<file path="config.mk">
export PLATFORM = sky130hd
export DESIGN_NAME = regfile_wb_scheduler
export DESIGN_NICKNAME = d
export VERILOG_FILES = /design/src/rtl/regfile_wb_scheduler_pkg.sv /design/src/rtl/regfile_wb_scheduler_rr_arbiter.sv /design/src/rtl/regfile_wb_scheduler.sv
export SDC_FILE = /design/constraint.sdc
export NUM_CORES = 1
export LEC_CHECK = 0
export CAP_MARGIN = 20
export CORE_UTILIZATION = 48
export CTS_BUF_LIST = sky130_fd_sc_hd__clkbuf_16
export CTS_CLUSTER_DIAMETER = 50
export DETAILED_ROUTE_END_ITERATION = 8
export PLACE_DENSITY = 0.93
export SLEW_MARGIN = 10
export SYNTH_ARGS = -nofsm -noshare
export SYNTH_HDL_FRONTEND = slang
export SYNTH_HIERARCHICAL = 1
export SYNTH_SLANG_ARGS = --single-unit
</file>
<file path="constraint.sdc">
create_clock -name clk -period 3.3 [get_ports clk]
set_clock_uncertainty 0.15 [all_clocks]
set_input_delay 0.33 -clock clk [delete_from_list [all_inputs] [get_ports clk]]
set_output_delay 0.33 -clock clk [all_outputs]
set_load 0.03 [all_outputs]
</file>
<file path="src/rtl/regfile_wb_scheduler_pkg.sv">
// -----------------------------------------------------------------------------
// regfile_wb_scheduler_pkg
//   Shared constants for the register-file writeback scheduler.
//   - DEFAULT_AW / DEFAULT_DW : default register index and data widths
//   - REG_ZERO                : index of the hardwired-zero register
//   - wrap_inc()              : modulo-n increment used for round-robin pointers
// -----------------------------------------------------------------------------
package regfile_wb_scheduler_pkg;

   localparam int DEFAULT_AW = 5;
   localparam int DEFAULT_DW = 32;
   localparam int REG_ZERO   = 0;

   // Next index after idx in a ring of n entries.
   function automatic int wrap_inc(input int idx, input int n);
      return (idx + 1 >= n) ? 0 : idx + 1;
   endfunction

endpackage

</file>
<file path="src/rtl/regfile_wb_scheduler_rr_arbiter.sv">
// -----------------------------------------------------------------------------
// rr_arbiter
//   Purely combinational round-robin arbiter. Searches req starting at ptr,
//   then ptr+1, ... modulo N, and grants the first requester found.
//   Ports:
//     req    in  N   request vector
//     ptr    in  PW  highest-priority index this cycle (must be < N)
//     grant  out N   one-hot grant, zero when no request
//     winner out PW  index of the granted requester (0 when none)
//     any    out 1   at least one request present (a grant is issued)
// -----------------------------------------------------------------------------
module rr_arbiter
   import regfile_wb_scheduler_pkg::*;
#(
   parameter  int N  = 2,
   localparam int PW = (N > 1) ? $clog2(N) : 1
) (
   input  logic [N-1:0]  req,
   input  logic [PW-1:0] ptr,
   output logic [N-1:0]  grant,
   output logic [PW-1:0] winner,
   output logic          any
);

   int idx;

   // The grant depends only on req and ptr, never on any downstream ready,
   // so there is no combinational loop through the handshake.
   always_comb begin
      grant  = '0;
      winner = '0;
      any    = 1'b0;
      idx    = 0;
      for (int k = 0; k < N; k++) begin
         idx = int'(ptr) + k;
         if (idx >= N) begin
            idx = idx - N;
         end
         if (!any && req[idx]) begin
            grant[idx] = 1'b1;
            winner     = PW'(idx);
            any        = 1'b1;
         end
      end
   end

endmodule

</file>
<file path="src/rtl/regfile_wb_scheduler.sv">
// -----------------------------------------------------------------------------
// regfile_wb_scheduler
//   Shares the single register-file write port between NUM_REQ writeback
//   requesters using round-robin arbitration, keeps a per-register
//   pending-write scoreboard and raises a combinational hazard stall for the
//   issue stage (RAW on rs1/rs2, WAW on rd).
//
//   Ports:
//     clk, rst_n      clock (posedge) and asynchronous active-low reset
//     issue_valid     issue stage presents an instruction
//     issue_rs1/rs2   source register indices
//     issue_rd        destination register index
//     issue_writes    instruction writes issue_rd
//     issue_stall     combinational: instruction must not issue this cycle
//     wb_valid        per-requester writeback request
//     wb_rd           packed destinations, requester i at [i*AW +: AW]
//     wb_data         packed data, requester i at [i*DW +: DW]
//     wb_ready        one-hot combinational grant
//     rf_reg_write    registered write enable toward the register file
//     rf_rd           registered write index
//     rf_write_data   registered write data
//     wb_unexpected   sticky flag: writeback to a non-pending nonzero register
//
//   Handshake: a requester raises wb_valid[i] with wb_rd/wb_data and holds
//   all three stable until it sees wb_ready[i]; the transfer happens at the
//   posedge where wb_valid[i] & wb_ready[i]. wb_ready is computed from
//   wb_valid and the round-robin pointer only. An rd of zero is still granted
//   and consumed, but produces no register write.
// -----------------------------------------------------------------------------
module regfile_wb_scheduler
   import regfile_wb_scheduler_pkg::*;
#(
   parameter int NUM_REQ    = 2,
   parameter int DATA_WIDTH = DEFAULT_DW,
   parameter int ADDR_WIDTH = DEFAULT_AW
) (
   input  logic                          clk,
   input  logic                          rst_n,
   input  logic                          issue_valid,
   input  logic [ADDR_WIDTH-1:0]         issue_rs1,
   input  logic [ADDR_WIDTH-1:0]         issue_rs2,
   input  logic [ADDR_WIDTH-1:0]         issue_rd,
   input  logic                          issue_writes,
   output logic                          issue_stall,
   input  logic [NUM_REQ-1:0]            wb_valid,
   input  logic [NUM_REQ*ADDR_WIDTH-1:0] wb_rd,
   input  logic [NUM_REQ*DATA_WIDTH-1:0] wb_data,
   output logic [NUM_REQ-1:0]            wb_ready,
   output logic                          rf_reg_write,
   output logic [ADDR_WIDTH-1:0]         rf_rd,
   output logic [DATA_WIDTH-1:0]         rf_write_data,
   output logic                          wb_unexpected
);

   localparam int NUM_REGS = 2 ** ADDR_WIDTH;
   localparam int PW       = (NUM_REQ > 1) ? $clog2(NUM_REQ) : 1;

   localparam logic [ADDR_WIDTH-1:0] ZERO_IDX = ADDR_WIDTH'(REG_ZERO);

   // Pending-write scoreboard, one bit per architectural register.
   logic [NUM_REGS-1:0]   sb;
   logic [NUM_REGS-1:0]   sb_next;
   logic                  sb_set;

   logic [PW-1:0]         rr_ptr;
   logic [PW-1:0]         rr_ptr_next;
   logic [PW-1:0]         winner;
   logic                  xfer;

   logic [ADDR_WIDTH-1:0] win_rd;
   logic [DATA_WIDTH-1:0] win_data;
   logic                  win_unexpected;

   // ---------------------------------------------------------------------------
   // Hazard detection
   // ---------------------------------------------------------------------------
   assign issue_stall = issue_valid &
                        (sb[issue_rs1] | sb[issue_rs2] | (issue_writes & sb[issue_rd]));

   assign sb_set = issue_valid & issue_writes & ~issue_stall & (issue_rd != ZERO_IDX);

   // ---------------------------------------------------------------------------
   // Arbitration
   // ---------------------------------------------------------------------------
   rr_arbiter #(
      .N (NUM_REQ)
   ) u_arb (
      .req    (wb_valid),
      .ptr    (rr_ptr),
      .grant  (wb_ready),
      .winner (winner),
      .any    (xfer)
   );

   // The grant is one-hot, so an OR-select over the granted lane picks the
   // winner's payload without a variable part-select.
   always_comb begin
      win_rd   = '0;
      win_data = '0;
      for (int i = 0; i < NUM_REQ; i++) begin
         if (wb_ready[i]) begin
            win_rd   = wb_rd[i*ADDR_WIDTH +: ADDR_WIDTH];
            win_data = wb_data[i*DATA_WIDTH +: DATA_WIDTH];
         end
      end
   end

   assign rr_ptr_next    = PW'(wrap_inc(int'(winner), NUM_REQ));

   // Looked up in the scoreboard as it stands before this edge's update.
   assign win_unexpected = (win_rd != ZERO_IDX) & ~sb[win_rd];

   // ---------------------------------------------------------------------------
   // Scoreboard next state
   //   The clear comes from the registered write that is in flight this cycle,
   //   so a register stays busy through its write cycle. A new producer issued
   //   on the same edge wins over the clear, hence the set is applied last.
   // ---------------------------------------------------------------------------
   always_comb begin
      sb_next = sb;
      if (rf_reg_write) begin
         sb_next[rf_rd] = 1'b0;
      end
      if (sb_set) begin
         sb_next[issue_rd] = 1'b1;
      end
      sb_next[REG_ZERO] = 1'b0;
   end

   // ---------------------------------------------------------------------------
   // State: scoreboard, round-robin pointer, output register, sticky flag
   // ---------------------------------------------------------------------------
   always_ff @(posedge clk or negedge rst_n) begin
      if (!rst_n) begin
         sb            <= '0;
         rr_ptr        <= '0;
         rf_reg_write  <= 1'b0;
         rf_rd         <= '0;
         rf_write_data <= '0;
         wb_unexpected <= 1'b0;
      end else begin
         sb <= sb_next;
         if (xfer) begin
            rr_ptr        <= rr_ptr_next;
            rf_rd         <= win_rd;
            rf_write_data <= win_data;
            rf_reg_write  <= (win_rd != ZERO_IDX);
            if (win_unexpected) begin
               wb_unexpected <= 1'b1;
            end
         end else begin
            // Index and data hold so the register file sees stable values.
            rf_reg_write <= 1'b0;
         end
      end
   end

endmodule

</file>
Word level (Yosys, flattened, before mapping)
Index checks and enable logic that the tools add are counted.
W data, S select, Z words.

operators by class
  $add $sub $neg = 4
  $mul = 0
  divide/modulo/power cells = 0
  $lt $le $gt $ge = 14
  equality and inequality tests = 0
  shifts and indexed selects = 0
  multiplexer cells = 38
  bitwise operators = 14
  reduce and logical (&&, ||, !) cells = 9

operators with widths
  cell                     count
  $mux W32                 6
  $ge A32 B1 Y1 const B    2
  $lt A32 B3 Y1 const B    2
  $and A32 B32 Y32         1
  $ge A32 B3 Y1 const B    1
  $not A32 Y32             1
  $or A32 B32 Y32          1
  $sub A32 B3 Y32 const B  1
  $lt A5 B6 Y1 const B     5
  $bmux W1 S5              4
  $mux W1                  20
  $demux W1 S5             2
  $ge A5 B1 Y1 const B     2
  $mux W5                  2
  $reduce_bool A5 Y1       2
  $and A1 B1 Y1            6
  $logic_and A1 B1 Y1      5
  $add A1 B1 Y2 const B    2
  $mux W2                  2
  $sub A1 B2 Y3 const B    1
  $demux W1 S1             2
  $ge A1 B2 Y1 const B     1
  $ge A2 B2 Y1 const B     1
  $not A1 Y1               2
  4 further kinds          5

word-level totals
  bits in registers = 71
  latch bits = 0
  bits in writable memories = 0
  ROM bits = 0
  input bits = 95
  word-level logic and storage cells = 85
  memories kept = 0

Depth between registers and ports, before layout
Gate-level depths: netlist of the first run.

  depth in word-level cells = 16
  mapped depth = 10

Modules after synthesis
Netlist of the first run, hierarchy kept.

by module, submodules not included
  module                times used  cells each  area each (um^2)
  regfile_wb_scheduler  1           486         4,496.8
  rr_arbiter            1           5           32.5

Worst setup path after synthesis of the first run
OpenSTA, ideal clock, no wires.

  path kind = register to register
  from = register rr_ptr
  to = register wb_unexpected
  setup time = 67 ps
  arrival time = 3,137 ps
  required time = 3,083 ps
  path slack = -55 ps
  cell stages (with the launch flop) = 9
  buffers on the path = 1
  period minus slack after synthesis = 3,355 ps
  cells stage by stage = dfrtp_1 -> inv_1 -> a21boi_0 -> nor2b_1 -> clkbuf_1 -> a22oi_1 -> mux4_2 -> a2111oi_0 -> a311o_1

RTL lines
  what                                                                  line                                   text
  from (decl)                                                           regfile_wb_scheduler.sv:65             logic [PW-1:0] rr_ptr;
  from (signal assigned)                                                regfile_wb_scheduler.sv:144            rr_ptr <= rr_ptr_next;
  $add A1 B1 Y2 (tied with other cells)                                 regfile_wb_scheduler_rr_arbiter.sv:35  idx = int'(ptr) + k;
  $sub A32 B3 Y32 (tied with other cells)                               regfile_wb_scheduler_rr_arbiter.sv:37  idx = idx - N;
  $mux W32 (tied with other cells)                                      regfile_wb_scheduler_rr_arbiter.sv:36  if (idx >= N) begin
  $ge A32 B1 Y1 (implied by the code) (tied with other cells)           regfile_wb_scheduler_rr_arbiter.sv:40  grant[idx] = 1'b1;
  $logic_and A1 B1 Y1 (implied by the code) (tied with other cells)     regfile_wb_scheduler_rr_arbiter.sv:40
  $mux W1 (implied by the code) (tied with other cells)                 regfile_wb_scheduler_rr_arbiter.sv:40
  $demux W1 S1 (tied with other cells)                                  --
  $or A2 B2 Y2 (no source line) or $logic_and A1 B1 Y1 (tied branches)  --
  $mux W2 *                                                             regfile_wb_scheduler_rr_arbiter.sv:39  if (!any && req[idx]) begin
  named net wb_ready[1]                                                 regfile_wb_scheduler.sv:48             output logic [NUM_REQ-1:0] wb_ready,
  $mux W5 *                                                             regfile_wb_scheduler.sv:101            if (wb_ready[i]) begin
  $bmux W1 S5                                                           regfile_wb_scheduler.sv:111            assign win_unexpected = (win_rd != ZERO_IDX) & ~sb[win_rd];
  $mux W1 (implied by the code)                                         regfile_wb_scheduler.sv:111
  $not A1 Y1                                                            regfile_wb_scheduler.sv:111
  $and A1 B1 Y1 *                                                       regfile_wb_scheduler.sv:111
  $reduce_and A2 Y1 (no source line) *                                  --
  to (signal assigned)                                                  regfile_wb_scheduler.sv:140            wb_unexpected <= 1'b0;
  to (signal assigned)                                                  regfile_wb_scheduler.sv:149            wb_unexpected <= 1'b1;
  to (decl)                                                             regfile_wb_scheduler.sv:52             output logic wb_unexpected

The timed path passes the listed nets; every way through them passes the cells marked *. The select of a mux whose other input is x is not followed.
A chain may end at the register's enable or synchronous reset.

Final worst setup path of the first run
  from = input issue_rs2[0]
  to = output issue_stall

on the way
  longest elaborated chain between the ends = 5

RTL lines
  what                           line                        text
  from (decl)                    regfile_wb_scheduler.sv:41  input logic [ADDR_WIDTH-1:0] issue_rs2,
  $bmux W1 S5                    regfile_wb_scheduler.sv:78  (sb[issue_rs1] | sb[issue_rs2] | (issue_writes & sb[issue_rd]));
  $mux W1 (implied by the code)  regfile_wb_scheduler.sv:78
  $or A1 B1 Y1 (2 in series)     regfile_wb_scheduler.sv:78
  $and A1 B1 Y1                  regfile_wb_scheduler.sv:77  assign issue_stall = issue_valid &
  to (decl)                      regfile_wb_scheduler.sv:44  output logic issue_stall,

No other way between the ends. The select of a mux whose other input is x is not followed.

==> flow_metrics.tcl, run 1 <==
set metrics [dict create \
    status "finished clean" \
    worstPathMaxFanout 3 \
    final_core_util_pct 70.6 \
    cap_violations 0 \
    htree_levels 3 \
    hold_slack_ns 0.334 \
    cp-endpoint "issue_stall" \
    cp-end-kind "output pin" \
    synth.net_count 586 \
    fin_crit_sh_pct 96.5 \
    report.final.slew_viol_count 0 \
    synth_edf_count 0 \
    final_hold_viol_count 0 \
    max_stage_delay_ns 0.54 \
    dieArea_um2 9830 \
    r2r-start "sb[19]" \
    via_per_inst 6.65 \
    hpwlAfterDp_um 11600 \
    cp.required_ns 2.82 \
    p_comb_share_pct 36.3 \
    gp_congestion 0.994 \
    ir_worst_vdd_v 0.000601 \
    nets 728 \
    crit_start "issue_rs2[0]" \
    crit_type "primary input to output pin" \
    ys_ff_latch 71 \
    rsz0062_at_grt "false" \
    drcViolationCount 0 \
    hold_path_class "flop to flop" \
    cts_buffers 9 \
    placed_area_um2 6150 \
    fin_crit_ns 3.18 \
    hp-start "wb_unexpected" \
    clock_path_buffers 2 \
    netlist_area_um2 4530 \
    setup_slack_ns 0.117 \
    static-leakage-power_nw 2.58 \
    grt_remaining_overflow 0 \
    vias 4981 \
    fp.dieW_um 99.1 \
    diodes 0 \
    cts_sinks 71 \
    max_freq_mhz 314 \
    grt_max_degree 43 \
    yosysSeqAreaShare_pct 39.2 \
    rows 35 \
    fin_total_pwr_mw 4.13 \
    r2r-end "sb[31]" \
    place_ws_ns -0.183 \
    path_cells "clkdlybuf4s50_1 -> mux4_2 -> mux2i_1 -> nor3b_1 -> nor4_1 -> nand4_1 -> o21a_1 -> dlygate4sd2_1" \
    antenna_left 0 \
    antenna_found_initial 0 \
    yosysUniqueCellTypes 51 \
    yosys_warnings 6 \
    first_pass_iters 5 \
    cts_tree "built" \
    gr-usage-all-layers_pct 34.2 \
    area_delta_synth_final_pct 43.4 \
    regToRegSetupSlack_ns 0.48 \
    start_util_pct 49.3 \
    portBuffers 136 \
    root_buffer "clkbuf_16" \
    start_kind "primary input" \
    grt_pass1_vias 4855 \
    swShare_pct 39.0 \
    core_area_um2 9200 \
    clock_latency_ns 0.34 \
    cp.arrival_ns 2.70 \
    seqPwrFrac_pct 38.4 \
    design_area_um2 6490 \
    drt-total-wl_um 16700 \
    avgSynthCellArea_um2 9.22 \
    power.density_nw_per_um2 636 \
    wire_per_inst_um 22.2 \
    p_sw_mw 1.61 \
    synthArstFlopShare_pct 100 \
    die_y_um 99.1 \
    cpMaxStageDelayCell "clkdlybuf4s50_1" \
    slew-limit-headroom_pct 55.6 \
    worst_pin_slew_ns 0.663 \
    grt_pass1_wl_um 25800 \
    path_clk_slew_ns 0.06 \
    io_pins 137 \
    drt_iter0_drc 565 \
    reg2reg_depth 7 \
    internal_power_mw 2.52 \
    synthCells 491 \
    drive_above_1_share_pct 14.1 \
    synth_ff_type "dfrtp_1" \
    finalSetupViolCount 0 \
    p_clk_share_pct 25.3 \
]
-- worst max-delay path, delay by kind of cell --
| family | cells | cell delay [ns] |
|---|---|---|
| mux | 2 | 0.67 |
| buf+inv | 2 | 0.89 |
| simple gates | 3 | 0.58 |
| compound gates | 1 | 0.23 |
-- logic make-up after synthesis --
| family | after synthesis | share of synthesized area [%] |
|---|---|---|
| AO/OA/AOI/OAI | 180 | 27.1 |
| buffers and inverters | 50 | 4.34 |
| flip-flops | 71 | 39.2 |
| multiplexers | 39 | 13.2 |
| AND/OR/NAND/NOR | 151 | 16.1 |
-- per-stage QoR --
| step | TNS, ns | std cells |
|---|---|---|
| 2_1_floorplan | 0 | 491 |
| 3_3_place_gp | -0.153 | 732 |
| 3_5_place_dp | -0.183 | 732 |
| 4_1_cts | 0 | 749 |
| 5_1_grt | 0 | 749 |
| 6_report | 0 | 749 |
-- worst min-delay path by stage --
stage | end | slack (ns) | depth (start not counted)
after global routing | wb_unexpected | 0.36 | 1
after CTS | wb_unexpected | 0.33 | 1
after global placement | rf_write_data[9] | 0.19 | 1
after detailed placement | rf_write_data[2] | 0.20 | 1
final | wb_unexpected | 0.33 | 1
after floorplan | rf_rd[0] | -0.12 | 0
-- synthesized netlist by cell type, types with 4 or more instances --
library cell | count | area, um2
dfrtp_1 | 71 | 1780
nor2_1 | 52 | 195
a21oi_1 | 41 | 205
o21ai_0 | 36 | 180
clkbuf_1 | 35 | 131
nand2_1 | 35 | 131
a22oi_1 | 32 | 240
nand3_1 | 20 | 100
o41ai_1 | 20 | 175
mux2i_1 | 16 | 160
mux4_2 | 16 | 360
a211oi_1 | 8 | 60.1
o31ai_1 | 8 | 60.1
and3_1 | 7 | 43.8
buf_2 | 7 | 35.0
mux2_2 | 7 | 78.8
nand3b_1 | 7 | 52.6
a311oi_1 | 6 | 52.6
inv_1 | 6 | 22.5
a21boi_0 | 4 | 30.0
nand2b_1 | 4 | 25.0
o21a_1 | 4 | 30.0
-- layout make-up --
| cell class | instances | area (um2) |
|---|---|---|
| Clock buffer | 9 | 225 |
| Clock inverter | 7 | 96.3 |
| Fill cell | 674 | 2700 |
| Inverter | 6 | 22.5 |
| Multi-Input combinational cell | 370 | 2580 |
| Sequential cell | 71 | 1780 |
| Tap cell | 111 | 139 |
| Timing Repair Buffer | 175 | 1660 |
-- sequential cells by signal, indices dropped and copies added (netlist names) --
signal         cells
sb                31
rr_ptr             1
wb_unexpected      1
rf_reg_write       1
rf_rd              5
rf_write_data     32
-- routing by layer --
| metal | vias up | share of wire, % | global-route usage (%) | wire (um) |
|---|---|---|---|---|
| met1 | 2362 | 35 | 42.1 | 5900 |
| met3 | 88 | 11 | 8.92 | 1890 |
| met5 | - | 0 | 0 | 0 |
| met4 | 0 | 5.0 | 17.3 | 839 |
| met2 | 364 | 48 | 56.1 | 8030 |
| li1 | 2167 | - | - | - |
-- cells in the final DEF (no fill, tap or decap), types with 3 or more instances in the layout --
master	Yosys	routed
or3b_2	3	3
clkinvlp_4	0	3
inv_1	6	6
a211oi_1	8	8
clkdlybuf4s50_1	0	131
o31ai_1	8	8
nand2b_1	4	4
a22oi_1	32	32
a31oi_1	3	3
buf_4	0	38
and3_1	7	7
o41ai_2	3	3
dlymetal6s2s_1	0	3
or3_1	3	3
nand3_1	20	20
o41ai_1	20	20
a21oi_1	41	41
or2_2	2	3
mux2i_1	16	16
nand2_1	35	35
o21a_1	4	4
clkbuf_16	0	9
dfrtp_1	71	71
mux2_2	7	7
mux4_2	16	16
nor2_1	52	52
a311oi_1	6	6
o21ai_0	36	36
nand3b_1	7	7
-- repair_timing --
item | 4_1_cts | 5_1_grt
gates cloned | 0 | 0
endpoints found under the hold margin | 23 | 0
buffers inserted | 0 | 0
setup endpoints to repair | 1 | 1
hold buffers | 1 | 0
pin swaps | 0 | 1
resized for setup | 1 | 4
-- power groups by stage --
stage	registers, mW	logic, mW	clock network (mW)
CTS	1.53	1.47	1.05
floorplan	1.41	0.848	0
finish	1.59	1.50	1.05
detailed placement	1.54	1.46	0
global placement	1.53	1.41	0
global route	1.57	1.61	1.09
No activity file was read; power rests on OpenSTA's default activity.
==> run 2, diff against run 1 <==
--- a/config.mk
+++ b/config.mk
@@ -5,7 +5,7 @@
 export SDC_FILE = /design/constraint.sdc
 export NUM_CORES = 1
 export LEC_CHECK = 0
-export CAP_MARGIN = 20
+export CAP_MARGIN = 5
 export CORE_UTILIZATION = 48
 export CTS_BUF_LIST = sky130_fd_sc_hd__clkbuf_16
 export CTS_CLUSTER_DIAMETER = 50
==> results of run 2 <==
No change in the layout: final DEF, timing and power equal those of run 1.
==> run 3, diff against run 2 <==
--- a/config.mk
+++ b/config.mk
@@ -5,12 +5,14 @@
 export SDC_FILE = /design/constraint.sdc
 export NUM_CORES = 1
 export LEC_CHECK = 0
+export ABC_AREA = 1
 export CAP_MARGIN = 5
-export CORE_UTILIZATION = 48
+export CORE_UTILIZATION = 49
 export CTS_BUF_LIST = sky130_fd_sc_hd__clkbuf_16
 export CTS_CLUSTER_DIAMETER = 50
 export DETAILED_ROUTE_END_ITERATION = 8
 export PLACE_DENSITY = 0.93
+export REMOVE_ABC_BUFFERS = 1
 export SLEW_MARGIN = 10
 export SYNTH_ARGS = -nofsm -noshare
 export SYNTH_HDL_FRONTEND = slang
==> flow_metrics.tcl, run 3 <==
set metrics [dict create \
    status "finished clean" \
    nets 938 \
    yosysSeqAreaShare_pct 36.6 \
    first_pass_iters 6 \
    cts_buffers 9 \
    synth_ff_type "dfrtp_1" \
    report.final.slew_viol_count 0 \
    hpwlAfterDp_um 11700 \
    via_per_inst 5.71 \
    hp-start "rf_write_data[23]" \
    antenna_left 0 \
    design_area_um2 6530 \
    top_register "rf_write_data" \
    r2r-start "rr_ptr" \
    cpMaxStageDelayCell "clkdlybuf4s50_1" \
    finalSetupViolCount 0 \
    max_freq_mhz 355 \
    reg_top3 "rf_write_data: 32 flops, sb: 31 flops, rf_rd: 5 flops" \
    vias 5574 \
    grt_max_degree 46 \
    cp.arrival_ns 2.34 \
    synth_area_leader_cell "dfrtp_1" \
    final_cell_mix "nand2_1, clkdlybuf4s50_1, nand3_1" \
    cts_resized 0 \
    path_clk_slew_ns 0.06 \
    drt_iter0_drc 557 \
    slew-limit-headroom_pct 54.0 \
    fillers 763 \
    diodes 0 \
    core_area_um2 9420 \
    root_buffer "clkbuf_16" \
    fp.dieW_um 101 \
    reg2reg_depth 15 \
    htree_levels 3 \
    worstPathMaxFanout 11 \
    cts_setup_buffers 0 \
    antenna_found_initial 0 \
    rows 35 \
    critical_path.most_common_cell "nand3_1" \
    cp.required_ns 2.82 \
    largest_reg_flops 32 \
    cts_tree "built" \
    synth_edf_count 0 \
    final_hold_viol_count 0 \
    grt_remaining_overflow 0 \
    yosysTopAreaCellShare_pct 36.6 \
    worst_pin_slew_ns 0.690 \
    cts_sinks 71 \
    avgSynthCellArea_um2 6.75 \
    path_cells "clkdlybuf4s50_1 -> inv_1 -> nand2_1 -> nand3_1 -> nand3_1 -> nand3_1 -> nand3_1 -> nand2_1 -> nand2_1 -> o21ai_0 -> inv_1 -> buf_4" \
    wire_per_inst_um 16.7 \
    start_util_pct 51.5 \
    drcViolationCount 0 \
    synthArstFlopShare_pct 100 \
    io_pins 137 \
    fin_total_pwr_mw 4.92 \
    top_layer "met4" \
    dieArea_um2 10300 \
    wl_met1_um 6200 \
    yosysMostFrequentCell "nand2_1" \
    dr_wl_met2_um 7400 \
    max_stage_delay_ns 0.58 \
    gr-usage-all-layers_pct 33.0 \
    netlist_area_um2 4850 \
    yosys_warnings 6 \
    gp_congestion 0.974 \
    portBuffers 136 \
    ir_worst_vdd_v 0.000461 \
    power.density_nw_per_um2 754 \
    grt_pass1_vias 5142 \
    fin_crit_ns 2.82 \
    hold_path_class "flop to flop" \
    rsz0062_at_grt "false" \
    grt_pass1_wl_um 25800 \
    fin_crit_sh_pct 85.5 \
    area_delta_synth_final_pct 34.6 \
    synth_commonest_cells "nand2_1, nand3_1, o21ai_0" \
    ys_ff_latch 71 \
    clock_latency_ns 0.33 \
    synthCells 719 \
    final_core_util_pct 69.4 \
    dr_wl_met3_um 1880 \
    netlist_top_cells_area "dfrtp_1, nand2_1, nand3_1" \
    start_kind "primary input" \
    critical_path_depth 12 \
    die_y_um 101 \
    layout_commonest_cell "nand2_1" \
    static-leakage-power_nw 2.94 \
    cp-end-kind "output pin" \
    drt-total-wl_um 16300 \
    cp_num_buf_inv 4 \
    crit_start "issue_rs1[0]" \
    cp_top_family "buffers and inverters" \
    drive_above_1_share_pct 6.84 \
    cap_violations 0 \
    placed_area_um2 6250 \
    clock_path_buffers 2 \
    yosysUniqueCellTypes 23 \
    crit_type "primary input to output pin" \
    whs_path_depth 2 \
]
==> run 3: kinds of logic after synthesis <==
family	synth area share, %
flops	36.6
compound gates	15.2
simple gates	38.1
buf+inv	10.0
==> run 3: worst reg2reg max path: cells and delay by family, from the launching register on <==
kind	cells	cell delay, ns
buf+inv	3	0.37
flops	1	0.43
simple gates	12	1.44
==> run 3: worst paths after layout <==
kind | end | slack (ns)
setup reg to reg | wb_unexpected | 0.84
hold reg to reg | rf_write_data[23] | 0.33
setup / recovery | issue_stall | 0.48
hold / removal | rf_write_data[23] | 0.33
min in group asynchronous | rf_write_data[11] | 0.41
max in group asynchronous | sb[25] | 1.93
==> run 3: stage by stage <==
stage / setup slack (ns) / TNS (ns) / std cells / hold slack, ns
after floorplan: -0.710 / -3.82 / 684 / -0.116
after global placement: 0.460 / 0 / 960 / 0.233
after detailed placement: 0.478 / 0 / 960 / 0.235
after CTS: 0.512 / 0 / 977 / 0.337
after global routing: 0.252 / 0 / 977 / 0.360
final: 0.480 / 0 / 977 / 0.332
==> run 3: per-layer routing <==
layer / global-route usage, % / vias up
met4: 18.7 / 0
met2: 49.8 / 348
met3: 9.25 / 83
met5: 0 / -
met1: 42.7 / 2524
li1: - / 2619
==> run 3: final cells by class <==
cell class              instances  area [um2]  area share (%)
flip-flops and latches         71        1780            27.2
well taps                     129         161            2.47
clock inverters                 7        48.8           0.747
repair buffers                148        1460            22.3
multi-input cells             542        2590            39.7
inverters                      71         269            4.12
clock buffers                   9         225            3.45
==> run 3: what timing repair did <==
item                       CTS  global route
hold endpoints to repair    26             0
setup endpoints to repair    0             0
hold buffers                 1             0
==> run 3: report_power, final <==
group          internal (mW)  switching [mW]  leakage [nW]
Combinational          0.854            1.50          1.95
Clock                  0.509           0.384         0.136
Sequential              1.23           0.439         0.851
